$ cat src/rtl/shared_accum_arbiter.sv
// shared_accum_arbiter
//   Two requesters share one accumulator. A round-robin arbiter hands out
//   bursts of BURST additions. The owner's addends are summed into Q modulo
//   2^WIDTH. DONE pulses for one cycle when a burst completes. If the owner
//   drops its request mid-burst, the burst aborts and Q keeps the partial sum.
//
//   Optional feature: define ACCUM_OVF_DETECT_EN to build sticky carry-out
//   detection on OVF. Without it, OVF is tied low and no carry logic exists.
//
// Ports
//   C          clock, rising edge
//   CLR        asynchronous active-high reset
//   REQ0/REQ1  level-held access requests
//   D0/D1      addends, used only while the corresponding requester owns the burst
//   GNT0/GNT1  registered grants (mutually exclusive)
//   Q          accumulator value
//   DONE       one-cycle burst-complete pulse
//   OVF        sticky carry-out of the current/last burst
module shared_accum_arbiter #(
  parameter int unsigned WIDTH = 4,
  parameter int unsigned BURST = 4
) (
  input  logic             C,
  input  logic             CLR,
  input  logic             REQ0,
  input  logic             REQ1,
  input  logic [WIDTH-1:0] D0,
  input  logic [WIDTH-1:0] D1,
  output logic             GNT0,
  output logic             GNT1,
  output logic [WIDTH-1:0] Q,
  output logic             DONE,
  output logic             OVF
);

  // Wide enough for the largest legal BURST (15).
  localparam int unsigned CNT_W = 4;

  typedef enum logic [1:0] {
    S_IDLE = 2'd0,
    S_BUSY = 2'd1,
    S_DONE = 2'd2
  } state_e;

  state_e           state_q, state_d;
  logic [WIDTH-1:0] acc_q, acc_d;
  logic [CNT_W-1:0] cnt_q, cnt_d;
  logic             gnt0_q, gnt0_d;
  logic             gnt1_q, gnt1_d;
  logic             done_q, done_d;
  logic             last_q, last_d;
  logic             owner_q, owner_d;

  logic             win;
  logic             own_req;
  logic [WIDTH-1:0] own_data;

`ifdef ACCUM_OVF_DETECT_EN
  logic             ovf_q, ovf_d;
  logic [WIDTH:0]   sum;
`else
  logic [WIDTH-1:0] sum;
`endif

  // Round-robin: on contention the requester that was not served last wins.
  assign win      = (REQ0 && REQ1) ? ~last_q : REQ1;
  assign own_req  = owner_q ? REQ1 : REQ0;
  assign own_data = owner_q ? D1 : D0;

`ifdef ACCUM_OVF_DETECT_EN
  assign sum = {1'b0, acc_q} + {1'b0, own_data};
`else
  assign sum = acc_q + own_data;
`endif

  // Next-state and next-output logic.
  always_comb begin
    state_d = state_q;
    acc_d   = acc_q;
    cnt_d   = cnt_q;
    gnt0_d  = gnt0_q;
    gnt1_d  = gnt1_q;
    done_d  = 1'b0;
    last_d  = last_q;
    owner_d = owner_q;
`ifdef ACCUM_OVF_DETECT_EN
    ovf_d   = ovf_q;
`endif

    case (state_q)
      S_IDLE: begin
        if (REQ0 || REQ1) begin
          state_d = S_BUSY;
          owner_d = win;
          acc_d   = '0;
          cnt_d   = '0;
          gnt0_d  = ~win;
          gnt1_d  = win;
`ifdef ACCUM_OVF_DETECT_EN
          ovf_d   = 1'b0;
`endif
        end
      end

      S_BUSY: begin
        if (own_req) begin
          acc_d = sum[WIDTH-1:0];
          cnt_d = cnt_q + CNT_W'(1);
`ifdef ACCUM_OVF_DETECT_EN
          ovf_d = ovf_q | sum[WIDTH];
`endif
          // This edge performs the final addition of the burst.
          if (cnt_q == CNT_W'(BURST - 1)) begin
            state_d = S_DONE;
            gnt0_d  = 1'b0;
            gnt1_d  = 1'b0;
            done_d  = 1'b1;
            last_d  = owner_q;
          end
        end else begin
          // Owner released early: abort, keep the partial sum.
          state_d = S_IDLE;
          gnt0_d  = 1'b0;
          gnt1_d  = 1'b0;
          last_d  = owner_q;
        end
      end

      S_DONE: begin
        state_d = S_IDLE;
      end

      default: begin
        state_d = S_IDLE;
        gnt0_d  = 1'b0;
        gnt1_d  = 1'b0;
      end
    endcase
  end

  // State and output registers; LAST resets to 1 so requester 0 wins first.
  always_ff @(posedge C or posedge CLR) begin
    if (CLR) begin
      state_q <= S_IDLE;
      acc_q   <= '0;
      cnt_q   <= '0;
      gnt0_q  <= 1'b0;
      gnt1_q  <= 1'b0;
      done_q  <= 1'b0;
      last_q  <= 1'b1;
      owner_q <= 1'b0;
`ifdef ACCUM_OVF_DETECT_EN
      ovf_q   <= 1'b0;
`endif
    end else begin
      state_q <= state_d;
      acc_q   <= acc_d;
      cnt_q   <= cnt_d;
      gnt0_q  <= gnt0_d;
      gnt1_q  <= gnt1_d;
      done_q  <= done_d;
      last_q  <= last_d;
      owner_q <= owner_d;
`ifdef ACCUM_OVF_DETECT_EN
      ovf_q   <= ovf_d;
`endif
    end
  end

  assign GNT0 = gnt0_q;
  assign GNT1 = gnt1_q;
  assign Q    = acc_q;
  assign DONE = done_q;
`ifdef ACCUM_OVF_DETECT_EN
  assign OVF  = ovf_q;
`else
  assign OVF  = 1'b0;
`endif

endmodule
$ cat config.mk
export PLATFORM = sky130hd
export DESIGN_NAME = shared_accum_arbiter
export DESIGN_NICKNAME = d
export VERILOG_FILES = /design/src/rtl/shared_accum_arbiter.sv
export SDC_FILE = /design/constraint.sdc
export NUM_CORES = 1
export LEC_CHECK = 0
export BUFFER_PORTS_ARGS = -buffer_cell sky130_fd_sc_hd__buf_2
export CAP_MARGIN = 5
export CORE_ASPECT_RATIO = 1.5
export CORE_MARGIN = 1.5
export CORE_UTILIZATION = 35
export CTS_BUF_LIST = sky130_fd_sc_hd__clkbuf_16
export CTS_CLUSTER_SIZE = 16
export DETAILED_ROUTE_END_ITERATION = 12
export SLEW_MARGIN = 20
export SYNTH_ARGS = -nofsm -noshare
export SYNTH_HDL_FRONTEND = slang
export SYNTH_SLANG_ARGS = --single-unit
$ cat constraint.sdc
create_clock -name C -period 2.5 [get_ports C]
set_input_delay 0.125 -clock C [delete_from_list [all_inputs] [get_ports C]]
set_output_delay 0.125 -clock C [all_outputs]
set_load 0.005 [all_outputs]
==> metrics.md, run 1 <==
| Metric | Value |
|---|---|
| Status | finished clean |
| Largest net degree at the start of global routing | 16 |
| Mean Syn Cell Area | ~10 um^2 |
| Root Buffer | clkbuf_16 |
| FF+latch count, synth | 15 |
| Gpl congestion | around 0.83 |
| Main combinational cell family by area after synthesis | simple AND/OR/NAND/NOR gates |
| Compound-cell area share of the yosys netlist | around 10% |
| Routed WL per cell | around 13 um |
| Sw Ratio | a little over a third |
| Worst EP arrival | 2.17 ns |
| I/O Pins | 20 |
| Clk sinks | 15 |
| Synth top area share | slightly above 40% |
| Die area | 2760 um^2 |
| Total number of vias | between 600 and 700 |
| Clock Path Buffers | 2 |
| Post-Synthesis Cells | 83 |
| Final hold viol count | 0 |
| Logic gate share of total power | 38.0% |
| DR iter-0 viols | 15 |
| Diodes inserted | 0 |
| Die Wd | between 40 and 50 um |
| CP max FO | 8 |
| Vias/cell | 5.11 |
| Clock Pin Slew Worst Setup and Hold Paths | approximately 0.05 ns |
| CP Class | flop to flop |
| Unrepaired setup endpoints after global routing | no |
| Synth unique cells | 34 |
| Post-synthesis xor/xnor area fraction | under 10% |
| Vias in the first global route | between 600 and 700 |
| Layout cells sized above 1 | 32.4% |
| Peak supply drop | approximately 0.47 mV |
| Synth Area in Adders | about 8.2% |
| HPWL Detailed | between 1000 and 1500 um |
| Initial Util | between 30 and 40% |
| Post_cts resized | 0 |
| Clk_skew | 0.00368 ns |
| Rel. slew slack | between 40% and 50% |
| # Max-Cap Violations | 0 |
| R2R Setup Slk | 0.51 ns |
| Final period utilization | between 70% and 80% |
| Setup violators final | 0 |
| Input/output buffers | 18 |
| Internal Power | ~0.00077 W |
| Worst path max stage delay | between 0.5 and 0.6 ns |
| Final setup TNS | 0 ns |
| Clock share of power | between 20% and 30% |
| Synth area leader | dfrtp_1 |
| Static Leak | about 0.52 nW |
| Top cells by area, synth | dfrtp_1 41%, nand3_1 6.4%, ha_1 5.8%, mux2_4 5.3%, nand2_1 3.9% |
| Crit path cell chain | mux2_2, ha_1, a21oi_1, nand3_1, a211o_1, nand3_1 |
| Net count, final | 120 |
| Synth-to-Final Area Change | 21.3% |
| DRC violations left | 0 |
| Drt pass-1 iters | 4 |
| Fin crit period | between 1.5 and 2 ns |
| Cts-stage hold buffer count | 1 |
| First-pass GRT wire length | between 2000 and 3000 um |
| Pwr Total | around 0.0012 W |
| Initial antenna violation count | 0 |
| Required time of the critical path | approximately 2.7 ns |
| Synth warnings | 0 |
| Inserted Clock Buffers | 3 |
| Synthesized Nets | 100 |
| Startpoint Class | flop |
| Slowest stage cell, crit path | dfrtp_1 |
| Gr ovfl total | 0 |
| Synth Cell Area | roughly 860 um^2 |
| Worst skew pair latency | about 0.25 ns |
| WL final | 1580 um |
| Core area | 2290 um^2 |
| Mux cell area share after synthesis | about a tenth |
| Simple-Gate Fraction of Synth Area | between 15 and 20% |
| Psw | 0.000412 W |
| GRT Overall Usage | roughly 13% |
| CP dominant cell by count | nand3_1 |
| Count of pins over their slew limit | 0 |
| Post-CTS Setup Repair Bufs | 0 |
| Antenna Nets Post-Route | 0 |
| Worst-Margin Slew | ~0.86 ns |
| CP Capture Type | flop |
| Die height | between 60 and 70 um |
| H-tree levels | 1 |
| Delay-heaviest family, CP | flip-flops |
| Row cnt | 21 |
| Crit path buf inv count | 0 |
| Pwr/cell area | 1140 nW/um^2 |
| Worst Hold Class | input pin to flop |
| Sequential power share | between 30% and 40% |
| Final Util | a little under half |
| Achievable frequency | between 500 and 600 MHz |
| TritonCTS clock tree | done |
| Register area share after synthesis | 44.0% |
logic make-up after synthesis:
family,after synthesis
multiplexers,7
AO/OA/AOI/OAI,13
flip-flops,15
XOR/XNOR,3
other,1
buffers and inverters,5
adder cells (fa/ha/maj),5
AND/OR/NAND/NOR,34
layout by cell type, fill, tap and decap left out, types with 2 or more instances in the layout:
master,count
and2_1,2
buf_2,18
clkbuf_16,3
dfrtp_1,14
ha_1,4
mux2_2,3
mux2_4,3
nand2_1,9
nand2_2,2
nand3_1,11
nor2_1,4
nor2b_1,2
o21ai_1,3
o22ai_1,2
xnor2_1,2
power by group through the flow:
| stage | sequential [W] | clock [W] | combinational, W |
|---|---|---|---|
| 6_report | 0.000419 | 0.000315 | 0.000450 |
| 5_1_grt | 0.000434 | 0.000330 | 0.000520 |
| 4_1_cts | 0.000420 | 0.000324 | 0.000457 |
| 3_5_place_dp | 0.000424 | 0 | 0.000453 |
| 3_3_place_gp | 0.000419 | 0 | 0.000450 |
| 2_1_floorplan | 0.000394 | 0 | 0.000385 |
registers in the layout, indices dropped and copies added, names as in the netlist:
| signal | cells |
|---|---|
| GNT1 | 1 |
| state_q | 2 |
| cnt_q | 4 |
| Q | 4 |
| GNT0 | 1 |
| last_q | 1 |
| owner_q | 1 |
| DONE | 1 |
path summary, 6_finish.rpt:
kind                       depth (start not counted)    to        from
setup / recovery                                   6  Q[3]     owner_q
hold / removal                                     5  Q[0]       D0[0]
setup reg to reg                                   6  Q[3]     owner_q
hold reg to reg                                    1  GNT1  state_q[1]
max in group asynchronous                          3  Q[2]         CLR
min in group asynchronous                          3  Q[3]         CLR
synthesized netlist by cell type:
cell	count
buf_4	1
conb_1	1
nor2_1	4
a21o_1	1
fa_1	1
o21ai_0	1
a41oi_1	1
nand2b_1	1
a211o_1	1
nand2_2	2
a22o_2	1
dfstp_2	1
nand3_1	11
buf_2	2
o21ai_1	3
a21boi_0	1
o21a_1	1
buf_6	1
dfrtp_1	14
inv_1	1
xnor2_1	2
a21oi_1	1
nor2b_1	2
or3b_4	1
nand2_1	9
nor3_1	1
mux2_2	3
and2_1	2
o22ai_1	2
ha_1	4
nand4_1	1
xor2_1	1
mux2_4	3
mux2i_1	1
routing by layer:
layer  vias up  track usage [%]  share of wire (%)
met3         5             2.58                3.4
met4         0             6.82                2.7
li1        333                -                  -
met5         -                0                  0
met2        14             21.5                 50
met1       287             16.8                 44
through the flow:
stage | instance area (um^2) | instances | setup slack (ns) | hold WS, ns
2_1_floorplan | 856 | 83 | 0.726 | 0.0258
3_3_place_gp | 946 | 120 | 0.557 | 0.204
3_5_place_dp | 946 | 120 | 0.512 | 0.211
4_1_cts | 1040 | 125 | 0.500 | 0.324
5_1_grt | 1040 | 125 | 0.371 | 0.370
6_report | 1040 | 125 | 0.512 | 0.318
worst register-to-register path: cells and delay by family, from the launching register on:
family          cells  cell delay, ns
fa+ha+maj           1            0.31
compound gates      2            0.50
flops               1            0.54
simple gates        2            0.20
mux                 1            0.38
layout make-up:
type	count	area [um^2]
clock inverter	1	7.51
inverter	1	3.75
fill	220	1250
timing repair buffer	19	100
sequential	15	377
clock buffer	3	75.1
multi-input combinational	63	447
tap	23	28.8
Power figures use the tool's default switching activity.
==> run 2: changes to the inputs <==
Clock period 2.5 ns to 1.7 ns, I/O delays scaled along.
==> run 2 against run 1 <==
Combinational power is 83% higher. Critical path depth unchanged. Power grew 58%. Global-route usage about the same. Setup slack lost 0.50 ns. Highest routed layer unchanged. Register-to-register slack lost 0.50 ns. Fmax up 18%. Clock skew fell by 0.0012 ns. Design area up 5.8%. Critical path type unchanged. Die area unchanged. Largest cell class unchanged.
==> metrics.md, run 2 (synthesis results as in run 1) <==
| Metric | Value |
|---|---|
| Status | finished clean |
| Delay-heaviest family, CP | compound AO/OA/AOI/OAI gates |
| Vias/cell | roughly 5.2 |
| I/O Pins | 20 |
| Worst path depth | 6 |
| TritonCTS clock tree | done |
| Dpl cells | approximately 120 |
| Worst EP arrival | 1.86 ns |
| DR iter-0 viols | 20 |
| Vias in the first global route | 702 |
| Count of pins over their slew limit | 0 |
| Fin crit period | between 1.5 and 2 ns |
| Gr ovfl total | 0 |
| Largest net degree at the start of global routing | 16 |
| Final WS setup | 0.0166 ns |
| Core area | about 2300 um^2 |
| Reg2Reg Depth | 6 |
| Unrepaired setup endpoints after global routing | yes |
| Clk sinks | 15 |
| Routed WL per cell | around 13 um |
| DRC violations left | 0 |
| Die Wd | about 43 um |
| Die height | around 64 um |
| Clk_skew | about 0.0025 ns |
| Pre-CTS setup slack | -0.0155 ns |
| Drt pass-1 iters | 4 |
| Inserted Clock Buffers | 3 |
| Multi-input gate area | just under 500 um^2 |
| Rel. slew slack | 60.8% |
| WL final | 1710 um |
| Final hold viol count | 0 |
| FF+latch area | roughly 380 um^2 |
| Row cnt | 21 |
| GRT Overall Usage | between 10% and 20% |
| HPWL Detailed | 1300 um |
| Most frequent cells in the layout | 18 x buf_2, 14 x dfrtp_1, 10 x nand3_1, 9 x nand2_1, 5 x mux2_4 |
| Hold path cells | 3 |
| Initial Util | between 30% and 40% |
| Worst path max stage delay | between 0.4 and 0.5 ns |
| H-tree levels | 1 |
| CP Capture Type | flop |
| Achievable frequency | 594 MHz |
| Startpoint Class | flop |
| Clock Path Buffers | 2 |
| Peak supply drop | ~0.66 mV |
| Final non-filler cell total | 128 |
| Gpl congestion | 0.747 |
| Final period utilization | approximately 99% |
| Total number of vias | around 670 |
| Static Leak | approximately 0.55 nW |
| CP Class | flop to flop |
| Crit path buf inv count | 0 |
| Antenna Nets Post-Route | 0 |
| Initial antenna violation count | 0 |
| Worst skew pair latency | approximately 0.24 ns |
| Slowest stage cell, crit path | dfrtp_1 |
| CP max FO | 4 |
| Die area | 2760 um^2 |
| Post-CTS Setup Repair Bufs | 0 |
| Synth-to-Final Area Change | 28.4% |
| Pwr/cell area | 1700 nW/um^2 |
| First-pass GRT wire length | slightly below 3000 um |
| Fillcell total | around 220 |
| Layout cells sized above 1 | between 30 and 40% |
| Worst Hold Class | input pin to flop |
| Crit path cell chain | mux2_4, ha_4, nand3_2, a21o_1, a211o_1, nand3_1 |
| # Max-Cap Violations | 0 |
| Worst-Margin Slew | roughly 0.59 ns |
| Net count, final | between 100 and 150 |
| Clock Pin Slew Worst Setup and Hold Paths | around 0.05 ns |
| Input/output buffers | 18 |
| Commonest non-fill, non-tap cell in the layout | buf_2 |
| Root Buffer | clkbuf_16 |
| Diodes inserted | 0 |
| Setup violators final | 0 |
| Required time of the critical path | ~1.9 ns |
==> run 2: tightest hold or removal path, cell delays in order <==
cell      delay, ns
buf_2          0.11
a21boi_0       0.14
o22ai_1        0.16
==> run 2: final cells by class <==
type,instances,share of cell area [%]
flip-flops and latches,15,34.3
clock buffers,3,6.83
inverters,1,0.342
well taps,23,2.62
clock inverters,1,0.342
repair buffers,22,11.2
multi-input cells,63,44.4
==> run 2: worst paths after layout <==
check                           slack [ns]    to    start
worst min-delay path                  0.30  GNT0     REQ0
min in group asynchronous             0.44  Q[0]      CLR
worst min register to register        0.52  GNT0     GNT0
worst max register to register        0.02  Q[3]  owner_q
max in group asynchronous             0.87  DONE      CLR
worst max-delay path                  0.02  Q[3]  owner_q
==> run 2: where the power goes <==
group          leakage, nW  switching (W)  total, W  internal [W]
registers            0.193       0.000112  0.000600      0.000488
logic                0.316       0.000399  0.000824      0.000425
clock network       0.0423       0.000137  0.000448      0.000311
total                0.551       0.000648   0.00187       0.00122
==> run 2: routing by layer <==
metal | global-route usage, % | part of all wire, % | up-vias
li1 | - | - | 333
met1 | 14.7 | 42 | 316
met2 | 24.8 | 53 | 17
met3 | 2.58 | 3.3 | 2
met4 | 4.55 | 0.70 | 0
met5 | 0 | 0 | -
==> run 2: metrics by stage <==
stage	util, %	setup TNS, ns	hold WS (ns)	power, W	instance area (um^2)
5_1_grt	48.1	-0.106	0.341	0.00201	1100
3_5_place_dp	43.1	-0.0155	0.173	0.00138	985
4_1_cts	47.1	0	0.285	0.00184	1080
2_1_floorplan	-	0	-0.0142	0.00118	872
3_3_place_gp	43.1	-0.0154	0.166	0.00136	985
6_report	48.1	0	0.302	0.00187	1100
==> run 2: repair_timing <==
| action | CTS | global route |
|---|---|---|
| hold buffers | 1 | 0 |
| pin swaps | 0 | 1 |
| endpoints found under the hold margin | 14 | 0 |
| resized for setup | 1 | 5 |
| endpoints found under the setup margin | 1 | 2 |
